### src/rtl/fetch_stage.sv
// Instruction-fetch stage and F/D pipeline latch feeding instruction_decoder.
// Owns the PC, handles stall, redirect/flush, and the single post-reset boot bubble.
module fetch_stage #(
  parameter int          ADDR_W   = 12,
  parameter logic [31:0] RESET_PC = 32'd0,
  parameter logic [31:0] NOP      = 32'd0
) (
  input  logic              clock,
  input  logic              reset_n,
  input  logic              stall,
  input  logic              redirect,
  input  logic [31:0]       redirect_pc,
  output logic [ADDR_W-1:0] imem_addr,
  input  logic [31:0]       imem_q,
  output logic [31:0]       fd_instruction,
  output logic [31:0]       fd_pc,
  output logic [31:0]       fd_pc_plus1,
  output logic              fd_valid,
  output logic [31:0]       fetch_count
);

  typedef enum logic {BOOT = 1'b0, RUN = 1'b1} state_t;

  state_t      state, state_nxt;
  logic [31:0] pc;
  logic        load_nop, take_redirect, advance;

  assign imem_addr = pc[ADDR_W-1:0];

  always_ff @(posedge clock or negedge reset_n) begin
    if (!reset_n) state <= BOOT;
    else          state <= state_nxt;
  end

  // BOOT ignores redirect so the first fetch always starts at RESET_PC.
  always_comb begin
    state_nxt     = state;
    load_nop      = 1'b0;
    take_redirect = 1'b0;
    advance       = 1'b0;
    case (state)
      BOOT: begin
        state_nxt = RUN;
        load_nop  = 1'b1;
      end
      RUN: begin
        if (redirect)    take_redirect = 1'b1;
        else if (!stall) advance       = 1'b1;
      end
      default: state_nxt = BOOT;
    endcase
  end

  always_ff @(posedge clock or negedge reset_n) begin
    if (!reset_n) begin
      pc             <= RESET_PC;
      fd_instruction <= NOP;
      fd_pc          <= 32'd0;
      fd_pc_plus1    <= 32'd0;
      fd_valid       <= 1'b0;
      fetch_count    <= 32'd0;
    end else if (take_redirect) begin
      pc             <= redirect_pc;
      fd_instruction <= NOP;
      fd_pc          <= 32'd0;
      fd_pc_plus1    <= 32'd0;
      fd_valid       <= 1'b0;
    end else if (load_nop) begin
      fd_instruction <= NOP;
      fd_valid       <= 1'b0;
    end else if (advance) begin
      fd_instruction <= imem_q;
      fd_pc          <= pc;
      fd_pc_plus1    <= pc + 32'd1;
      fd_valid       <= 1'b1;
      pc             <= pc + 32'd1;
      fetch_count    <= fetch_count + 32'd1;
    end
  end

endmodule

### config.mk
export PLATFORM = sky130hd
export DESIGN_NAME = fetch_stage
export DESIGN_NICKNAME = d
export VERILOG_FILES = /design/src/rtl/fetch_stage.sv
export SDC_FILE = /design/constraint.sdc
export NUM_CORES = 1
export LEC_CHECK = 0
export ABC_AREA = 1
export CAP_MARGIN = 5
export CORE_AREA = 3 3 130 132
export DETAILED_ROUTE_END_ITERATION = 8
export DIE_AREA = 0 0 133 135
export PLACE_DENSITY = 0.82
export SETUP_SLACK_MARGIN = 0.1
export SLEW_MARGIN = 25
export SYNTH_ARGS = -nofsm -noshare
export SYNTH_HDL_FRONTEND = slang
export SYNTH_SLANG_ARGS = --single-unit
### constraint.sdc
create_clock -name clock -period 3.1 [get_ports clock]
set_input_delay 0.31 -clock clock [delete_from_list [all_inputs] [get_ports clock]]
set_output_delay 0.31 -clock clock [all_outputs]
set_load 0.01 [all_outputs]
# == After elaboration in Yosys (flattened, before gate mapping) ==
# Index checks and enable logic that the tools add are counted.
# classes
n_reduce_logical,4
n_addsub,2
muxes,18
bitwise,1
n_eq_ne,1
# op_table
op,count
$mux W32,10
$add A32 B1 Y32 const B,2
$mux W1,8
$reduce_bool A2 Y1,2
$ne A3 B1 Y1 const B,1
$reduce_and A3 Y1,1
$reduce_and A2 Y1,1
$not A1 Y1,1
# word_totals
register_bits,162
wordCells,33
output_inout_bits,141

# == Depth between registers and ports, before layout ==
# Gate-level depths: netlist of the first run.
# logic_depth
depth_word,6
ltp_mapped,11

# == Least setup slack after synthesis of the first run ==
# No wires, ideal clock.
# synth_path
kind,register to register
start,reg fetch_count[0]
end,reg fetch_count[20]
setup_time_ns,0.124
synth_period_minus_slack_ns,1.622
arrival_time_ns,1.498
n_path_buf,0
stages_incl_launch_ff,8
slack_ns,1.478
cell_sequence,dfrtp_1 -> ha_1 -> nand3_1 -> nor3_4 -> nand3_1 -> nor2_2 -> nand2_1 -> xor2_1
# synth_via
elab_chain_cells,1
# synth_lines
item,line_no,source
from (decl),19,output logic [31:0] fetch_count
from (signal assigned),77,fetch_count <= fetch_count + 32'd1;
$add A32 B1 Y32,77,
# Every way passes these cells.
# A chain may end at the register's enable or synchronous reset.

# == Final worst setup path of the first run ==
# layout_path
start,reg state
end,reg pc[21]
# layout_via
elab_chain_cells,3
# layout_lines
item,line_no,source
from (decl),24,"state_t state, state_nxt;"
from (signal assigned),32,else state <= state_nxt;
$mux W1,41,case (state)
$reduce_bool A2 Y1 (no source line),-,
$reduce_and A2 Y1 (no source line),-,
to (signal assigned),63,pc <= redirect_pc;
to (signal assigned),76,pc <= pc + 32'd1;
to (decl),25,logic [31:0] pc;
# Several ways; a longest one is shown, not always the timed one.

==> reports/results.txt, run 1 <==
Comb power frac: 22.4%
I/O pin count: 209
Die height: 135 um
Clock latency on the worst-skew pair: 430 ps
DP Cell Count: 1383
Internal power: 4.430 mW
Net Count, Synth: 1061
Slew @ Worst Pin: 815.3 ps
FP Rows: 46
Die area: 17960 um^2
Clock Skews: 7.355 ps
Final setup viols: 0
Initial antenna violation count: 1
Vias: 7207
Clock tree buffer depth: 2
LEAKAGE: 4.864 nW
TritonRoute pass-1 iters: 5
Pwr per Cell Area: 592.2 nW/um^2
Register-to-Register Path Depth: 7
Switch Pwr: 1.905 mW
Port bufs: 208
Sw Ratio: 30.07%
Mapped Area: 7844 um^2
Worst-path clk slew: 60 ps
Post-CTS setup buffers: 0
GR Util All Layers: 25.13%
Drt total wl: 21990 um
Min cycle time layout: 1977 ps
Initial core utilization: 49.56%
VDD IR max: 0.0004224 V
Seq/Total Area, Yosys: 51.68%
# Max-Cap Violations: 0
Outcome: finished clean
RePlAce Congestion: 0.9046
Vias in the first global route: 7301
CP Data Required Time: 3440 ps
Vias/cell: 5.086
Setup TNS: 0 ps
Fill count: 1265
Crit-path max FO: 26
Synthesis-stage register bit count: 162
Crit path top cell by count: buf_4
Max transition margin: 45.59%
Maximum level of the CTS H-tree: 4
Fin. max-slew vios: 0
Final Net Count: 1257
Critical path type: flop to flop
RSZ-0062 raised after global routing: false
Share of cells above drive strength 1: 5.667%
CTS Hold Buffers Added: 1
R2r setup slk: 1120 ps
Seq pwr share: 42.0%
Antenna viol nets, final: 0
Worst min-delay path class: input pin to asynchronous set/reset pin
Fin crit share: 63.79%
Non-filler instance count after layout: 1417
Number of DRC markers in iteration 0: 541
Delay-heaviest family, CP: buffers and inverters
Root buffer cell: clkbuf_16
Area Growth Syn to Fin: 36.39%
Gr ovfl total: 0
Total CTS buffers: 17
Critical Path Start Type: flop
Crit path cell chain: nand2_2, buf_4, nand2_4, inv_2, buf_4, a21oi_1, a22oi_1
First-pass GRT wire length: 36360 um
CP arrival: 2310 ps
Core outline area: 15830 um^2
CP peak stage delay: 430 ps
Post-cts sizing count: 0
Mapped Cells: 991
CTS tree: done
Slowest cell on crit path: dfrtp_1
Pin count of the biggest net entering global routing: 58
Final hold viol count: 0
Number of distinct library cells after synthesis: 32
Clock power share: 35.6%
Detail Placement HPWL: 16040 um
Worst Path Buf+Inv: 3
Max Clock Freq: 0.5057 GHz
RR Startpoint: state$_DFF_PN0_
WL/cell: 15.52 um
Mapped Avg Cell Area: 7.915 um^2
Clk sinks: 162
DRC viols: 0
Synth Warn #: 0
Chip Width: 133 um
Crit. End Element: flop
Reg2reg end: pc[21]$_DFFE_PN0P_
[placed cells by master, fill, tap and decap left out, types with 7 or more instances in the layout]
master,netlist,layout
o21ai_0,82,82
a31oi_1,8,8
clkbuf_16,0,17
dfrtp_1,162,162
inv_1,116,116
nor2_2,7,7
buf_4,15,10
o21ai_1,22,22
xnor2_1,8,8
a21oi_1,17,17
clkdlybuf4s50_1,0,207
nand3_1,53,53
nor2_1,81,81
xor2_1,19,19
nor3_1,16,16
nand2_1,317,317
[worst max-delay path by stage]
stage	slack, ps	cells after the start	endpoint	startpoint
4_1_cts	1140	7	pc[21]$_DFFE_PN0P_	state$_DFF_PN0_
5_1_grt	960	7	pc[21]$_DFFE_PN0P_	state$_DFF_PN0_
3_5_place_dp	800	8	pc[21]$_DFFE_PN0P_	redirect
2_1_floorplan	1480	7	fetch_count[20]$_DFFE_PN0P_	fetch_count[0]$_DFFE_PN0P_
6_report	1120	7	pc[21]$_DFFE_PN0P_	state$_DFF_PN0_
3_3_place_gp	880	8	pc[21]$_DFFE_PN0P_	redirect
[final cells by class]
type | count | area [um^2] | share of cell area (%)
antenna | 1 | 2.502 | 0.02339
timing repair buffer | 221 | 2208 | 20.64
sequential | 162 | 4054 | 37.89
clock inverter | 15 | 206.4 | 1.930
tap | 216 | 270.3 | 2.526
multi-input combinational | 667 | 3088 | 28.87
clock buffer | 17 | 425.4 | 3.977
inverter | 118 | 442.9 | 4.140
[registers in the layout (all words and copies together) (netlist names)]
| signal | flops |
|---|---|
| fd_pc | 32 |
| state | 1 |
| fd_instruction | 32 |
| fd_valid | 1 |
| fd_pc_plus1 | 32 |
| fetch_count | 32 |
| pc | 32 |
[through the flow]
step / power (mW) / worst slack [ps] / utilization, % / cell area [um^2] / hold slack (ps)
floorplan: 3.345 / 1478 / - / 7844 / 14.41
global route: 6.640 / 960.2 / 67.59 / 10700 / 452.7
detailed placement: 4.107 / 797.2 / 63.52 / 10050 / 306.4
finish: 6.336 / 1123 / 67.59 / 10700 / 416.4
CTS: 6.365 / 1137 / 67.57 / 10700 / 421.3
global placement: 4.071 / 877.7 / 63.52 / 10050 / 299.6
[per-layer routing]
layer | vias to the layer above | part of all wire [%] | global-route usage (%)
li1 | 3502 | - | -
met1 | 3378 | 42 | 32.66
met2 | 268 | 48 | 40.43
met3 | 59 | 5.8 | 5.365
met4 | 0 | 3.8 | 11.89
met5 | - | 0 | 0
[logic make-up after synthesis]
family | count (synthesis) | share of synthesized area (%)
flops | 162 | 51.68
other cells | 1 | 0.04781
compound gates | 138 | 9.284
simple gates | 499 | 26.70
fa+ha+maj | 2 | 0.3190
xor+xnor | 27 | 3.015
buf+inv | 162 | 8.949
[cell usage after synthesis (all sizes together)]
cell type  number  area, um^2
a21oi          17       85.08
a22oi           7       57.55
a31oi           8       50.05
buf            35       225.2
clkbuf          9       33.78
conb            1       3.750
dfrtp         162        4054
ha              2       25.02
inv           118       442.9
nand2         322        1226
nand3          54       275.3
nand3b          5       37.54
nand4           6       37.54
nor2           93       404.1
nor3           18       106.4
nor3b           1       7.510
o211ai          2       15.01
o21ai         104       520.5
xnor2           8       70.07
xor2           19       166.4
[power by group through the flow]
stage | Combinational (mW) | Clock (mW) | Sequential (mW)
after floorplan | 0.631 | 0 | 2.71
after global placement | 1.39 | 0 | 2.69
after detailed placement | 1.42 | 0 | 2.69
after CTS | 1.43 | 2.28 | 2.66
after global routing | 1.57 | 2.37 | 2.70
final | 1.42 | 2.26 | 2.66
Power figures use the tool's default switching activity.
==> run 2, diff against run 1 <==
Settings changed: CORE_AREA 3 3 130 132 to 3 3 138 140, DIE_AREA 0 0 133 135 to 0 0 141 143, PLACE_DENSITY 0.82 to 0.77.
Clock period 3.1 ns to 1.8 ns, I/O delays scaled along.
==> reports/results.txt, run 2 (synthesis gave the netlist of run 1 again) <==
Outcome: finished clean (unchanged)
First-pass GRT wire length: 36630 um (was 36360 um)
Detail Placement HPWL: 16690 um (was 16040 um)
Min cycle time layout: 1664 ps (was 1977 ps)
VDD IR max: 0.0007713 V (was 0.0004224 V)
Most frequent cells in the layout: nand2_1, clkdlybuf4s50_1, dfrtp_1, inv_1, o21ai_0 (unchanged)
CP peak stage delay: 360 ps (was 430 ps)
Crit. End Element: flop (unchanged)
Chip Width: 141 um (was 133 um)
Crit-path max FO: 4 (was 26)
Final hold viol count: 0 (unchanged)
Vias: 7213 (was 7207)
Critical path type: flop to flop (unchanged)
Comb power frac: 24.2% (was 22.4%)
CP Data Required Time: 2120 ps (was 3440 ps)
Met3 wire len: 1221 um (was 1271 um)
Drt total wl: 22680 um (was 21990 um)
Clock Skews: 7.580 ps (was 7.355 ps)
Vias/cell: 4.924 (was 5.086)
# Max-Cap Violations: 0 (unchanged)
Multi-input gate area in the final layout: 3157 um^2 (was 3088 um^2)
Worst min-delay path class: input pin to asynchronous set/reset pin (unchanged)
DRC viols: 0 (unchanged)
Slowest cell on crit path: dfrtp_1 (unchanged)
Crit path cell chain: ha_2, nand3_2, nor3_4, buf_4, nand3_1, nand3b_1, xor2_1 (was nand2_2, buf_4, nand2_4, inv_2, buf_4, a21oi_1, a22oi_1)
Number of cells on the critical path: 7 (unchanged)
Port bufs: 208 (unchanged)
RePlAce Congestion: 0.8882 (was 0.9046)
Area Growth Syn to Fin: 41.60% (was 36.39%)
Die height: 143 um (was 135 um)
Number of DRC markers in iteration 0: 485 (was 541)
Sequential cell area: 4063 um^2 (was 4054 um^2)
Vias in the first global route: 7306 (was 7301)
Clock latency on the worst-skew pair: 430 ps (about the same)
Internal power: 7.668 mW (was 4.430 mW)
Initial core utilization: 43.67% (was 49.56%)
CP arrival: 1980 ps (was 2310 ps)
Gr ovfl total: 0 (unchanged)
WL met1: 9694 um (was 9307 um)
Max Clock Freq: 0.6009 GHz (was 0.5057 GHz)
Antenna viol nets, final: 0 (unchanged)
Slew @ Worst Pin: 526.0 ps (was 815.3 ps)
Pin count of the biggest net entering global routing: 94 (was 58)
I/O pin count: 209 (unchanged)
GR Util All Layers: 22.75% (was 25.13%)
Max layer used: met4 (unchanged)
Seq pwr share: 41.3% (was 42.0%)
Share of cells above drive strength 1: 10.36% (was 5.667%)
WL/cell: 15.48 um (was 15.52 um)
Setup TNS: 0 ps (unchanged)
TritonRoute pass-1 iters: 5 (unchanged)
RSZ-0062 raised after global routing: true (was false)
Root buffer cell: clkbuf_16 (unchanged)
Met2 wire length: 10900 um (was 10580 um)
Critical Path Start Type: flop (unchanged)
Die area: 20160 um^2 (was 17960 um^2)
Core outline area: 17960 um^2 (was 15830 um^2)
Total CTS buffers: 17 (unchanged)
Sw Ratio: 30.52% (was 30.07%)
Delay-heaviest family, CP: simple AND/OR/NAND/NOR gates (was buffers and inverters)
Worst-path clk slew: 70 ps (was 60 ps)
Fin. max-slew vios: 0 (unchanged)
Fin crit share: 92.45% (was 63.79%)
Max transition margin: 64.93% (was 45.59%)
LEAKAGE: 5.066 nW (was 4.864 nW)
FP Rows: 49 (was 46)
Cell Area, Placed: 10310 um^2 (was 10050 um^2)
Register-to-Register Path Depth: 7 (unchanged)
Switch Pwr: 3.369 mW (was 1.905 mW)
Post-route cell area: 11110 um^2 (was 10700 um^2)
Most common cell after layout, fill and taps aside: nand2_1 (unchanged)
Pwr per Cell Area: 993.7 nW/um^2 (was 592.2 nW/um^2)
CTS tree: done (unchanged)
Maximum level of the CTS H-tree: 4 (unchanged)
Worst Path Buf+Inv: 1 (was 3)
Initial antenna violation count: 1 (unchanged)
Final Net Count: 1292 (was 1257)
Clk sinks: 162 (unchanged)
Clock tree buffer depth: 2 (unchanged)
Final setup viols: 0 (unchanged)
Fill count: 1554 (was 1265)
Clock power share: 34.4% (was 35.6%)
-- run 2: cell count changes in the layout (fill, tap and decap cells not counted), moves of 3 or more --
| cell | before | now |
|---|---|---|
| buf_4 | 10 | 40 |
| dfrtp_1 | 162 | 155 |
| dfrtp_2 | 0 | 7 |
| nor2_1 | 81 | 75 |
| buf_12 | 2 | 7 |
| nand2_1 | 317 | 313 |
| nor2_2 | 7 | 11 |
| nand2_2 | 4 | 7 |
-- run 2: final cells by class --
cell class,instances,share of cell area [%]
Timing Repair Buffer,256,22.86
Multi-Input combinational cell,667,28.42
Clock inverter,14,1.600
Inverter,118,3.988
Sequential cell,162,36.58
Tap cell,229,2.580
Antenna cell,1,0.02253
Clock buffer,18,3.954
-- run 2: power groups by stage --
stage	clock [mW]	combinational [mW]	sequential, mW
6_report	3.80	2.67	4.56
5_1_grt	4.01	2.97	4.62
4_1_cts	3.86	2.61	4.54
3_5_place_dp	0	2.58	4.60
3_3_place_gp	0	2.54	4.59
2_1_floorplan	0	1.09	4.67
-- run 2: worst register-to-register path: stages (launching register included) --
cell and delay (ps):
dfrtp_1 360, ha_2 230, nand3_2 150, nor3_4 240, buf_4 140, nand3_1 80, nand3b_1 200, xor2_1 160
-- run 2: metrics by stage --
step           cells  hold WS [ps]  power, mW  setup slack [ps]  utilization (%)
2_1_floorplan    991        -115.6      5.760             178.4                -
3_3_place_gp    1420         198.6      7.129             59.62            57.41
3_5_place_dp    1420         201.8      7.186            0.4925            57.41
4_1_cts         1453         287.7      11.01             105.5            60.90
5_1_grt         1465         305.7      11.60             68.42            61.83
6_report        1465         294.0      11.04             135.9            61.83
-- run 2: final timing paths --
path                                             startpoint  slack (ps)                            end
max in group asynchronous                           reset_n        1020             pc[13]$_DFFE_PN0P_
worst min-delay path                                reset_n         290    fetch_count[20]$_DFFE_PN0P_
min in group clock                                imem_q[3]         300  fd_instruction[3]$_DFFE_PN0P_
worst max-delay path             fetch_count[0]$_DFFE_PN0P_         140    fetch_count[18]$_DFFE_PN0P_
worst min register to register  fd_pc_plus1[25]$_DFFE_PN0P_         480    fd_pc_plus1[25]$_DFFE_PN0P_
worst max register to register   fetch_count[0]$_DFFE_PN0P_         140    fetch_count[18]$_DFFE_PN0P_
-- run 2: repair_timing --
action | 4_1_cts | 5_1_grt
buffers inserted | 0 | 11
hold endpoints to repair | 162 | 0
hold buffers | 1 | 0
setup endpoints to repair | 0 | 43
resized for setup | 0 | 31
-- run 2: layer usage --
| metal | global-route usage, % | up-vias |
|---|---|---|
| li1 | - | 3568 |
| met1 | 29.64 | 3320 |
| met2 | 36.32 | 267 |
| met3 | 4.856 | 58 |
| met4 | 11.12 | 0 |
| met5 | 0 | - |
==> run 3, diff against run 2 <==
Settings changed: SETUP_SLACK_MARGIN 0.1 to not set.
==> reports/results.txt, run 3 (synthesis gave the netlist of run 1 again) <==
Total CTS buffers: 17 (unchanged)
Clock Skews: 8.014 ps (was 7.580 ps)
LEAKAGE: 5.011 nW (was 5.066 nW)
Hold slack final: 297.5 ps (was 294.0 ps)
Clock tree buffer depth: 2 (unchanged)
Worst-path clk slew: 60 ps (was 70 ps)
Pin count of the biggest net entering global routing: 94 (unchanged)
Initial antenna violation count: 1 (unchanged)
Core outline area: 17960 um^2 (unchanged)
Port bufs: 208 (unchanged)
VDD IR max: 0.0007576 V (was 0.0007713 V)
Fin crit share: 93.77% (was 92.45%)
FP Rows: 49 (unchanged)
Die height: 143 um (unchanged)
Clock power share: 34.6% (was 34.4%)
Antenna viol nets, final: 0 (unchanged)
Root buffer cell: clkbuf_16 (unchanged)
Crit-path max FO: 4 (unchanged)
Most common cell after layout, fill and taps aside: nand2_1 (unchanged)
Share of cells above drive strength 1: 8.000% (was 10.36%)
Final design utilization: 61.06% (was 61.83%)
Gr ovfl total: 0 (unchanged)
RePlAce Congestion: 0.8882 (unchanged)
Vias/cell: 4.905 (was 4.924)
Initial core utilization: 43.67% (unchanged)
# Max-Cap Violations: 0 (unchanged)
Final Net Count: 1282 (was 1292)
Internal power: 7.619 mW (was 7.668 mW)
Critical Path Start Type: flop (unchanged)
Area Growth Syn to Fin: 39.85% (was 41.60%)
Outcome: finished clean (unchanged)
CP arrival: 1510 ps (was 1980 ps)
Chip Width: 141 um (unchanged)
Worst min-delay path class: input pin to asynchronous set/reset pin (unchanged)
Final setup viols: 0 (unchanged)
Min cycle time layout: 1688 ps (was 1664 ps)
Clk sinks: 162 (unchanged)
CP Data Required Time: 1620 ps (was 2120 ps)
Slew @ Worst Pin: 530.0 ps (was 526.0 ps)
TritonRoute pass-1 iters: 7 (was 5)
Pwr per Cell Area: 997.4 nW/um^2 (was 993.7 nW/um^2)
Vias in the first global route: 7306 (unchanged)
Seq pwr share: 41.6% (was 41.3%)
First-pass GRT wire length: 36630 um (unchanged)
Vias: 7137 (was 7213)
Register-to-Register Path Depth: 7 (unchanged)
Sw Ratio: 30.36% (was 30.52%)
Critical path type: flop to primary output (was flop to flop)
Die area: 20160 um^2 (unchanged)
GR Util All Layers: 22.75% (unchanged)
Maximum level of the CTS H-tree: 4 (unchanged)
Max transition margin: 64.67% (was 64.93%)
Max Clock Freq: 0.5925 GHz (was 0.6009 GHz)
Clock latency on the worst-skew pair: 430 ps (about the same)
I/O pin count: 209 (unchanged)
Fin. max-slew vios: 0 (unchanged)
Drt total wl: 22380 um (was 22680 um)
CTS tree: done (unchanged)
DRC viols: 0 (unchanged)
Final hold viol count: 0 (unchanged)
Comb power frac: 23.8% (was 24.2%)
Switch Pwr: 3.322 mW (was 3.369 mW)
CP Launch Point: pc[11]$_DFFE_PN0P_ (was fetch_count[0]$_DFFE_PN0P_)
Number of DRC markers in iteration 0: 481 (was 485)
Crit. End Element: primary output (was flop)
Detail Placement HPWL: 16690 um (unchanged)
Most frequent cells in the layout: nand2_1, clkdlybuf4s50_1, dfrtp_1, inv_1, o21ai_0 (unchanged)
WL/cell: 15.38 um (was 15.48 um)
RR Startpoint: fetch_count[0]$_DFFE_PN0P_ (unchanged)
==> run 3: per-stage QoR <==
step	setup TNS (ps)	instance area [um^2]	power, mW	setup slack (ps)	std cells
after floorplan	0	7844	5.760	178.4	991
after global placement	0	10310	7.129	59.62	1420
after detailed placement	0	10310	7.186	0.4925	1420
after CTS	0	10940	11.01	105.5	1453
after global routing	-1.313	10970	11.51	-1.313	1455
final	0	10970	10.94	112.2	1455
==> run 3: repair_timing <==
item	4_1_cts	5_1_grt
setup endpoints to repair	0	9
setup buffers	0	1
hold endpoints to repair	162	0
hold buffers	1	0
resized for setup	0	6
==> run 3: critical path, stage by stage, from the launching register on <==
cell	delay [ps]
dfrtp_1	370
buf_4	140
clkdlybuf4s50_1	570
==> run 3: worst paths after layout <==
kind                       slack (ps)                             to
min reg2reg                       480    fd_pc_plus1[25]$_DFFE_PN0P_
max in group asynchronous        1000             pc[13]$_DFFE_PN0P_
min                               300    fetch_count[20]$_DFFE_PN0P_
min in group clock                310  fd_instruction[3]$_DFFE_PN0P_
max reg2reg                       130    fetch_count[19]$_DFFE_PN0P_
max                               110                  imem_addr[11]
==> run 3: area by class of cell <==
class	count	area, um^2
fill	1571	6994
sequential	162	4056
multi-input combinational	667	3105
timing repair buffer	246	2459
inverter	118	442.9
clock buffer	18	439.2
tap	229	286.5
clock inverter	14	177.7
antenna	1	2.502
==> run 3: power by group through the flow <==
stage                     logic (mW)  registers [mW]  clock network (mW)
after floorplan                 1.09            4.67                   0
after global placement          2.54            4.59                   0
after detailed placement        2.58            4.60                   0
after CTS                       2.61            4.54                3.86
after global routing            2.89            4.61                4.01
final                           2.60            4.55                3.79
==> run 3: per-layer routing <==
layer | up-vias | GRT usage [%] | routed length [um]
li1 | 3556 | - | -
met2 | 233 | 36.32 | 10630
met1 | 3293 | 29.64 | 9747
met3 | 55 | 4.856 | 1139
met4 | 0 | 11.12 | 860
met5 | - | 0 | 0
